==> src/rtl/mem_ctrl_pkg.sv <==
// mem_ctrl_pkg: shared encodings, lane masks and response-stage record for the data memory arbiter.
package mem_ctrl_pkg;
    typedef enum logic [1:0] {
        SIZE_BYTE = 2'b00,
        SIZE_HALF = 2'b01,
        SIZE_WORD = 2'b10,
        SIZE_ILL  = 2'b11
    } size_e;

    typedef enum logic [1:0] {
        ST_RUN   = 2'b00,
        ST_DRAIN = 2'b01,
        ST_DEBUG = 2'b10
    } state_e;

    localparam logic [3:0] LANE_NONE    = 4'b0000;
    localparam logic [3:0] LANE_BYTE    = 4'b0001;
    localparam logic [3:0] LANE_HALF_LO = 4'b0011;
    localparam logic [3:0] LANE_HALF_HI = 4'b1100;
    localparam logic [3:0] LANE_WORD    = 4'b1111;

    typedef struct packed {
        logic       valid;
        logic       dbg;
        logic       rd;
        size_e      size;
        logic [1:0] off;
        logic       uns;
        logic       err;
    } rsp_t;

    function automatic logic misaligned(input size_e size, input logic [1:0] off);
        return size == SIZE_ILL || (size == SIZE_HALF && off[0]) || (size == SIZE_WORD && off != 2'b00);
    endfunction
endpackage

==> src/rtl/mem_load_align.sv <==
// mem_load_align: shifts the addressed byte/half to bit 0 and sign- or zero-extends it.
module mem_load_align
    import mem_ctrl_pkg::*;
(
    input  logic [31:0] word_i,
    input  logic [1:0]  off_i,
    input  size_e       size_i,
    input  logic        uns_i,
    output logic [31:0] data_o
);
    logic [31:0] sh;

    assign sh = word_i >> {off_i, 3'b000};

    always_comb
        data_o = size_i == SIZE_BYTE ? {{24{~uns_i & sh[7]}}, sh[7:0]} :
                 size_i == SIZE_HALF ? {{16{~uns_i & sh[15]}}, sh[15:0]} : sh;
endmodule

==> src/rtl/mem_access_arbiter.sv <==
// mem_access_arbiter: CPU/debug arbiter for the negedge-clocked data memory, with lock-and-drain
// ownership handover, byte-lane store formatting and a 1-deep in-order load response stage.
module mem_access_arbiter
    import mem_ctrl_pkg::*;
#(
    parameter int NB_DATA    = 32,
    parameter int N_ADDRESS  = 32,
    parameter int NB_ADDRESS = $clog2(N_ADDRESS),
    parameter int NB_BADDR   = NB_ADDRESS + 2
) (
    input  logic                  i_clk,
    input  logic                  i_rst,
    input  logic                  i_cpu_req,
    input  logic                  i_cpu_we,
    input  logic [1:0]            i_cpu_size,
    input  logic                  i_cpu_unsigned,
    input  logic [NB_BADDR-1:0]   i_cpu_addr,
    input  logic [NB_DATA-1:0]    i_cpu_w_data,
    output logic                  o_cpu_ready,
    output logic                  o_cpu_rvalid,
    output logic [NB_DATA-1:0]    o_cpu_r_data,
    output logic                  o_cpu_err,
    input  logic                  i_dbg_lock,
    input  logic                  i_dbg_req,
    input  logic                  i_dbg_we,
    input  logic [NB_ADDRESS-1:0] i_dbg_addr,
    input  logic [NB_DATA-1:0]    i_dbg_w_data,
    output logic                  o_dbg_ready,
    output logic                  o_dbg_rvalid,
    output logic [NB_DATA-1:0]    o_dbg_r_data,
    output logic                  o_dbg_owned,
    output logic                  o_mem_en,
    output logic                  o_mem_r_en,
    output logic [NB_ADDRESS-1:0] o_mem_addr,
    output logic [NB_DATA-1:0]    o_mem_w_data,
    output logic [3:0]            o_mem_w_en,
    input  logic [NB_DATA-1:0]    i_mem_r_data
);
    state_e                  state_q, state_d;
    logic                    mem_en_q, mem_en_d, mem_r_en_q, mem_r_en_d;
    logic [NB_ADDRESS-1:0]   mem_addr_q, mem_addr_d;
    logic [NB_DATA-1:0]      mem_w_data_q, mem_w_data_d;
    logic [3:0]              mem_w_en_q, mem_w_en_d;
    rsp_t                    rsp_q, rsp_d;
    logic                    cpu_rvalid_q, cpu_rvalid_d, cpu_err_q, cpu_err_d;
    logic                    dbg_rvalid_q, dbg_rvalid_d;
    logic [NB_DATA-1:0]      cpu_r_data_q, cpu_r_data_d, dbg_r_data_q, dbg_r_data_d;
    logic                    cpu_ready, dbg_ready, cpu_acc, dbg_acc, mis;
    size_e                   size;
    logic [1:0]              off;
    logic [3:0]              lane;
    logic [NB_DATA-1:0]      cpu_wd, load_data;

    mem_load_align u_align (
        .word_i (i_mem_r_data),
        .off_i  (rsp_q.off),
        .size_i (rsp_q.size),
        .uns_i  (rsp_q.uns),
        .data_o (load_data)
    );

    // Grants are gated by reset so every output reads 0 while it is held.
    always_comb begin
        cpu_ready = !i_rst && state_q == ST_RUN && !i_dbg_lock;
        dbg_ready = !i_rst && state_q == ST_DEBUG && i_dbg_lock;
        state_d   = state_q == ST_RUN   ? (i_dbg_lock ? ST_DRAIN : ST_RUN) :
                    state_q == ST_DRAIN ? (i_dbg_lock ? ST_DEBUG : ST_RUN) :
                                          (i_dbg_lock ? ST_DEBUG : ST_DRAIN);
        size      = size_e'(i_cpu_size);
        off       = i_cpu_addr[1:0];
        mis       = misaligned(size, off);
        cpu_acc   = i_cpu_req && cpu_ready;
        dbg_acc   = i_dbg_req && dbg_ready;
        lane      = size == SIZE_BYTE ? LANE_BYTE << off :
                    size == SIZE_HALF ? (off[1] ? LANE_HALF_HI : LANE_HALF_LO) : LANE_WORD;
        cpu_wd    = size == SIZE_BYTE ? {4{i_cpu_w_data[7:0]}} :
                    size == SIZE_HALF ? {2{i_cpu_w_data[15:0]}} : i_cpu_w_data;
    end

    always_comb begin
        mem_en_d     = cpu_acc ? !mis : dbg_acc;
        mem_r_en_d   = cpu_acc ? !i_cpu_we : dbg_acc && !i_dbg_we;
        mem_addr_d   = cpu_acc ? i_cpu_addr[NB_BADDR-1:2] : dbg_acc ? i_dbg_addr : '0;
        mem_w_en_d   = cpu_acc ? (i_cpu_we && !mis ? lane : LANE_NONE) :
                       dbg_acc && i_dbg_we ? LANE_WORD : LANE_NONE;
        mem_w_data_d = cpu_acc ? cpu_wd : dbg_acc ? i_dbg_w_data : '0;
        rsp_d        = '{valid: cpu_acc || dbg_acc, dbg: dbg_acc, rd: cpu_acc ? !i_cpu_we : !i_dbg_we,
                         size: size, off: off, uns: i_cpu_unsigned, err: cpu_acc && mis};
    end

    // A misaligned load still answers, with zero data, so the CPU never waits on it.
    always_comb begin
        cpu_rvalid_d = rsp_q.valid && !rsp_q.dbg && rsp_q.rd;
        cpu_err_d    = rsp_q.valid && !rsp_q.dbg && rsp_q.err;
        cpu_r_data_d = cpu_rvalid_d && !rsp_q.err ? load_data : '0;
        dbg_rvalid_d = rsp_q.valid && rsp_q.dbg && rsp_q.rd;
        dbg_r_data_d = dbg_rvalid_d ? i_mem_r_data : '0;
    end

    always_ff @(posedge i_clk or posedge i_rst) begin
        if (i_rst) begin
            state_q      <= ST_RUN;
            mem_en_q     <= 1'b0;
            mem_r_en_q   <= 1'b0;
            mem_addr_q   <= '0;
            mem_w_data_q <= '0;
            mem_w_en_q   <= LANE_NONE;
            rsp_q        <= '0;
            cpu_rvalid_q <= 1'b0;
            cpu_err_q    <= 1'b0;
            cpu_r_data_q <= '0;
            dbg_rvalid_q <= 1'b0;
            dbg_r_data_q <= '0;
        end else begin
            state_q      <= state_d;
            mem_en_q     <= mem_en_d;
            mem_r_en_q   <= mem_r_en_d;
            mem_addr_q   <= mem_addr_d;
            mem_w_data_q <= mem_w_data_d;
            mem_w_en_q   <= mem_w_en_d;
            rsp_q        <= rsp_d;
            cpu_rvalid_q <= cpu_rvalid_d;
            cpu_err_q    <= cpu_err_d;
            cpu_r_data_q <= cpu_r_data_d;
            dbg_rvalid_q <= dbg_rvalid_d;
            dbg_r_data_q <= dbg_r_data_d;
        end
    end

    assign o_cpu_ready  = cpu_ready;
    assign o_cpu_rvalid = cpu_rvalid_q;
    assign o_cpu_r_data = cpu_r_data_q;
    assign o_cpu_err    = cpu_err_q;
    assign o_dbg_ready  = dbg_ready;
    assign o_dbg_rvalid = dbg_rvalid_q;
    assign o_dbg_r_data = dbg_r_data_q;
    assign o_dbg_owned  = state_q == ST_DEBUG;
    assign o_mem_en     = mem_en_q;
    assign o_mem_r_en   = mem_r_en_q;
    assign o_mem_addr   = mem_addr_q;
    assign o_mem_w_data = mem_w_data_q;
    assign o_mem_w_en   = mem_w_en_q;
endmodule
==> config.mk <==
export PLATFORM = sky130hd
export DESIGN_NAME = mem_access_arbiter
export DESIGN_NICKNAME = d
export VERILOG_FILES = /design/src/rtl/mem_ctrl_pkg.sv /design/src/rtl/mem_load_align.sv /design/src/rtl/mem_access_arbiter.sv
export SDC_FILE = /design/constraint.sdc
export NUM_CORES = 1
export LEC_CHECK = 0
export BUFFER_PORTS_ARGS = -buffer_cell sky130_fd_sc_hd__clkbuf_2
export CAP_MARGIN = 25
export CORE_MARGIN = 4
export CORE_UTILIZATION = 40
export DETAILED_ROUTE_END_ITERATION = 16
export PLACE_DENSITY = 0.67
export REMOVE_ABC_BUFFERS = 1
export SLEW_MARGIN = 15
export SYNTH_ARGS = -nofsm -noshare
export SYNTH_HDL_FRONTEND = slang
export SYNTH_SLANG_ARGS = --single-unit
export TNS_END_PERCENT = 10
==> constraint.sdc <==
create_clock -name i_clk -period 10.4 [get_ports i_clk]
set_input_delay 1.04 -clock i_clk [delete_from_list [all_inputs] [get_ports i_clk]]
set_output_delay 1.04 -clock i_clk [all_outputs]
set_load 0.005 [all_outputs]
======== Word-level counts from Yosys, hierarchy flattened ========
Cells that the tools add are included.
Widths: inputs -> output; s select.
word-level totals
  input port bits ......................... 118
  output and inout bits ................... 113
  register bits after elaboration ......... 121
  logic and storage cells ................. 85
operators by class
  equality and inequality tests ........... 6
  bitwise logic cells ..................... 3
  mux-type cells .......................... 24
  reductions and logical operators ........ 32
  shifts and indexed selects .............. 2
operator list
  operator             number
  $mux 32              8
  $shr 32x5->32        1
  $mux 4               6
  $logic_and 1x1->1    18
  $mux 5               2
  $mux 2               4
  $logic_not 1->1      7
  $eq 2x1->1 const B   3
  $eq 2x2->1 const B   3
  $logic_not 2->1      3
  $mux 1               4
  $shl 1x2->4 const A  1
  $logic_or 1x1->1     3
  $and 1x1->1          2
  $reduce_bool 2->1    1
  $not 1->1            1

======== Depth between registers and ports, before layout ========
  depth after elaboration ................. 8
  depth in mapped cells ................... 6
  depth with buffers taken out ............ 3

======== By module ========
A second synthesis with hierarchy kept.
unflattened totals
  cell total of the unflattened synthesis .. 439
  area, all modules ....................... 5291.3 µm²
modules (own cells, without submodules)
  module              times used  seq. area each (µm²)  cells an instance  area an instance (µm²)
  mem_access_arbiter  1           3027.9                325                4570.6
  mem_load_align      1           0.0                   114                720.7

======== Worst setup path before layout ========
Ideal clock, no wire load.
  kind .................................... input -> output
  from .................................... in i_rst
  to ...................................... out o_dbg_ready
  cell stages on the path ................. 1
  path buffers ............................ 0
  arrival time ............................ 1.351 ns
  data required time ...................... 9.360 ns
  setup slack ............................. 8.009 ns
  path through ............................ and4bb_2
between the ends
  word-level cells in the longest chain between the ends .. 3
RTL lines
  element                         RTL line                  text
  start, declared                 mem_access_arbiter.sv:12  input logic i_rst,
  $logic_not 1->1 (no line)       n/a
  $logic_and 1x1->1 (2 in a row)  mem_access_arbiter.sv:65  dbg_ready = !i_rst && state_q == ST_DEBUG && i_dbg_lock;
  end, declared                   mem_access_arbiter.sv:28  output logic o_dbg_ready,
Every way passes these cells.

======== Worst setup path in the final report ========
  from .................................... in i_rst
  to ...................................... out o_cpu_ready
between the ends
  word-level cells in the longest chain between the ends .. 3
RTL lines
  element                         RTL line                  text
  $logic_not 1->1 (no line)       n/a
  $logic_and 1x1->1 (2 in a row)  mem_access_arbiter.sv:64  cpu_ready = !i_rst && state_q == ST_RUN && !i_dbg_lock;
  end, declared                   mem_access_arbiter.sv:19  output logic o_cpu_ready,
Every way passes these cells.

==> metrics.log <==
INFO  metric run_status = completed
INFO  metric grt_start_max_net_pins = 71
INFO  metric antenna_found_initial = 1
INFO  metric grt_pass1_wl = 22400 µm
INFO  metric postSynthAreaPerCell = 12.8 µm²
INFO  metric hold_path_end = o_cpu_err$_DFF_PP0_
INFO  metric final_critical_path_setup_slack = 7.67 ns
INFO  metric drc_errors = 0
INFO  metric post-route-min-period = 2.73 ns
INFO  metric maxSlewViolCount = 0
INFO  metric rows = 40
INFO  metric power.combinational.fraction = 0.088
INFO  metric max-clock-path-buffers = 2
INFO  metric timing_worst_slew_pin_value = 0.963 ns
INFO  metric synth-main-ff-cell = sky130_fd_sc_hd__dfrtp_1
INFO  metric io_pins = 231
INFO  metric power_density = 182 nW/µm²
INFO  metric post-dp-hpwl = 10200 µm
INFO  metric max_cap_violations = 0
INFO  metric cp_data_required_time = 9.36 ns
INFO  metric timing.final.hold_violations = 0
INFO  metric worst_r2r_startpoint = rsp_q[3]$_DFF_PP0_
INFO  metric footprint_of_the_multi_input_gates = 1730 µm²
INFO  metric rrSetupSlack = 8.30 ns
INFO  metric report.final.setup_viol = 0
INFO  metric filler_cell_count = 1025
INFO  metric startpoint_types = primary input
INFO  metric hold_class = register to register
INFO  metric preCtsSetupSlack = 7.58 ns
INFO  metric worst_path_largest_cell_delay = 0.34 ns
INFO  metric design.final.nets = 730
INFO  metric r2r-end = o_cpu_r_data[20]$_DFF_PP0_
INFO  metric synthesis.area = 4940 µm²
INFO  metric detailedRoute.firstIterationViolations = 250
INFO  metric power_switching_share = 0.216
INFO  metric synth-edff-count = 0
INFO  metric clock-root-buffer = sky130_fd_sc_hd__clkbuf_16
INFO  metric timing_worst_setup_path_type = primary input to primary output
INFO  metric drt-pass1-iter-count = 4
INFO  metric antenna_cells_inserted = 0
INFO  metric power_frac_seq = 0.396
INFO  metric number_of_buffers_inserted_during_clock_tree_synthesis = 17
INFO  metric synth.yosys.seq_area_share = 0.613
INFO  metric postCtsSetupBuffers = 0
INFO  metric synthesis.yosys.warnings = 0
INFO  metric globalRouteTotalUtil = 0.202
INFO  metric port_buffers = 230
INFO  metric maximum_clock_frequency = 366 MHz
INFO  metric first_global_vias = 4344
INFO  metric grt_overflow = 0
INFO  metric worstSetupEndpointType = primary output
INFO  metric setup_repair_after_global_routing_missed_its_margin = false
INFO  metric critical_path.cell_chain = clkbuf_2 > nor4_4 > clkbuf_2
INFO  metric clock-sinks = 121
INFO  metric cts.clk_slew.worst_paths = 0.05 ns
INFO  metric total_core_area = 12100 µm²
INFO  metric floorplan.die_area = 14200 µm²
INFO  metric p_int = 0.000977 W
INFO  metric tritoncts = built
INFO  metric hold_buf_cts = 0
INFO  metric start_util = 0.410
INFO  metric fin_setup_tns = 0 ns
INFO  metric drive_above_1_share = 0.445
INFO  metric post_route_ant_nets = 0
INFO  metric irDropWorstVdd = 0.0000842 V
INFO  metric worst-endpoint-arrival = 1.69 ns
INFO  metric yosys.cell_types.count = 38
INFO  metric leakagePower = 3.71 nW
INFO  metric total_length_of_routed_wires = 14000 µm
INFO  metric vias_per_cell = 5.14
INFO  metric globalplace.congestion = 0.796
INFO  metric max_slew_headroom = 0.358
INFO  metric hold-path-cell-count = 1
INFO  metric post_cts_resize_count = 0
INFO  metric cts.htree.levels = 4
INFO  metric hp-start = rsp_q[0]$_DFF_PP0_
INFO  metric postSynthCellCount = 386
INFO  metric vias = 4074
INFO  metric routed_wire_length_per_instance = 17.7 µm
INFO  metric critPathMostFrequentCell = sky130_fd_sc_hd__clkbuf_2
INFO  metric worstSkewPairLatency = 0.40 ns
INFO  metric maximum_fanout_count_along_the_critical_path = 6
INFO  metric die_x_extent = 119 µm
INFO  metric synth-async-reset-ratio = 1.00
INFO  metric areaGrowthSynthToFinish = 38.7%
INFO  metric timing.clock.skew = 0.00579 ns
INFO  metric finalCritPeriodShare = 0.263
INFO  metric fp.dieH = 119 µm
INFO  metric slowest_stage = sky130_fd_sc_hd__nor4_4
INFO  metric ff_latch_area = 3030 µm²
INFO  metric r2r.worst_path.cells = 3
INFO  metric clockPowerShare = 0.516
INFO  metric yosys_register_bits = 121
INFO  metric p_switching = 0.000269 W
-- cell type report --
cell class,count,area share
Multi-Input combinational cell,224,0.252
Sequential cell,121,0.442
Clock buffer,24,0.0703
Tap cell,168,0.0307
Clock inverter,8,0.0241
Inverter,13,0.00748
Timing Repair Buffer,235,0.174
-- state kept, by name, indices dropped and copies added (netlist names) --
register	cells
o_cpu_rvalid	1
o_mem_en	1
o_mem_w_data	32
o_dbg_r_data	32
o_mem_w_en	4
rsp_q	9
o_dbg_rvalid	1
o_mem_r_en	1
o_mem_addr	5
o_cpu_r_data	32
o_cpu_err	1
state_q	2
-- cell families (layout without fill, tap and decap cells) --
group / Yosys count / count (layout) / share of synthesized area
flops: 121 / 121 / 0.613
compound gates: 99 / 99 / 0.151
simple gates: 81 / 81 / 0.102
mux: 44 / 44 / 0.0970
buf+inv: 41 / 280 / 0.0380
-- per-layer routing --
layer	GRT usage	vias up	wire (µm)
li1	-	1860	-
met1	0.229	1983	5470
met2	0.341	205	6970
met3	0.0798	24	1330
met4	0.0760	2	247
met5	0	-	13
-- through the flow --
| step | hold slack (ns) | total power, W | util | instance area (µm²) | std cells |
|---|---|---|---|---|---|
| after floorplan | 0.486 | 0.000552 | - | 4800 | 358 |
| after global placement | 0.515 | 0.000610 | 0.514 | 6200 | 760 |
| after detailed placement | 0.519 | 0.000613 | 0.514 | 6200 | 760 |
| after CTS | 0.536 | 0.00126 | 0.567 | 6840 | 792 |
| after global routing | 0.556 | 0.00129 | 0.568 | 6860 | 793 |
| final | 0.529 | 0.00125 | 0.568 | 6860 | 793 |
-- worst max-delay path: cells and delay by family --
family,cells,cell delay (ns)
and+or+nand+nor,1,0.34
buffers and inverters,2,0.31
-- cells in the mapped netlist (2+ instances only) --
| cell | count | area share |
|---|---|---|
| sky130_fd_sc_hd__nor2b_1 | 11 | 0.014 |
| sky130_fd_sc_hd__nand3_1 | 2 | 0.0020 |
| sky130_fd_sc_hd__a211oi_1 | 16 | 0.024 |
| sky130_fd_sc_hd__a22o_1 | 21 | 0.037 |
| sky130_fd_sc_hd__a21oi_1 | 7 | 0.0071 |
| sky130_fd_sc_hd__or2_2 | 2 | 0.0025 |
| sky130_fd_sc_hd__nand2_1 | 9 | 0.0068 |
| sky130_fd_sc_hd__nor3_1 | 7 | 0.0071 |
| sky130_fd_sc_hd__inv_1 | 12 | 0.0091 |
| sky130_fd_sc_hd__dfrtp_1 | 121 | 0.61 |
| sky130_fd_sc_hd__a221oi_1 | 7 | 0.012 |
| sky130_fd_sc_hd__and3_1 | 2 | 0.0025 |
| sky130_fd_sc_hd__and2_1 | 35 | 0.044 |
| sky130_fd_sc_hd__and3b_1 | 2 | 0.0035 |
| sky130_fd_sc_hd__o2bb2ai_1 | 16 | 0.028 |
| sky130_fd_sc_hd__nand2b_1 | 2 | 0.0025 |
| sky130_fd_sc_hd__o22ai_1 | 16 | 0.020 |
| sky130_fd_sc_hd__buf_6 | 2 | 0.0046 |
| sky130_fd_sc_hd__o21ai_0 | 8 | 0.0081 |
| sky130_fd_sc_hd__nor2_1 | 3 | 0.0023 |
| sky130_fd_sc_hd__o31ai_1 | 4 | 0.0061 |
| sky130_fd_sc_hd__buf_2 | 15 | 0.015 |
| sky130_fd_sc_hd__clkbuf_1 | 11 | 0.0084 |
| sky130_fd_sc_hd__mux2i_1 | 34 | 0.069 |
| sky130_fd_sc_hd__mux2_2 | 8 | 0.018 |
-- placed cells by master (no fill, tap or decap), types with 5 or more instances in the layout --
cell                        instances
sky130_fd_sc_hd__nor3_1             7
sky130_fd_sc_hd__and2_1            35
sky130_fd_sc_hd__mux2i_1           34
sky130_fd_sc_hd__o21ai_0            8
sky130_fd_sc_hd__nand2_1            9
sky130_fd_sc_hd__clkbuf_16         17
sky130_fd_sc_hd__inv_1             11
sky130_fd_sc_hd__a211oi_1          16
sky130_fd_sc_hd__a221oi_1           7
sky130_fd_sc_hd__mux2_2             8
sky130_fd_sc_hd__a21oi_1            7
sky130_fd_sc_hd__clkbuf_2         230
sky130_fd_sc_hd__bufinv_16          5
sky130_fd_sc_hd__o22ai_1           16
sky130_fd_sc_hd__a22o_1            21
sky130_fd_sc_hd__nor2b_1           11
sky130_fd_sc_hd__dfrtp_1          121
sky130_fd_sc_hd__o2bb2ai_1         16
-- worst max path at each step --
stage	depth (start not counted)	startpoint	to	slack (ns)
after CTS	3	i_rst	o_cpu_ready	7.67
after global placement	4	i_cpu_size[1]	o_mem_w_data[11]$_DFF_PP0_	7.68
after floorplan	1	i_rst	o_cpu_err$_DFF_PP0_	6.15
after detailed placement	4	i_cpu_size[1]	o_mem_w_data[8]$_DFF_PP0_	7.58
after global routing	3	i_rst	o_cpu_ready	7.62
final	3	i_rst	o_cpu_ready	7.67
-- power groups by stage --
| stage | combinational (W) | sequential, W | clock, W |
|---|---|---|---|
| 6_report | 0.000110 | 0.000494 | 0.000643 |
| 3_5_place_dp | 0.000111 | 0.000502 | 0 |
| 5_1_grt | 0.000123 | 0.000495 | 0.000675 |
| 3_3_place_gp | 0.000109 | 0.000501 | 0 |
| 2_1_floorplan | 0.0000490 | 0.000503 | 0 |
| 4_1_cts | 0.000112 | 0.000494 | 0.000650 |
Power figures use the tool's default switching activity.
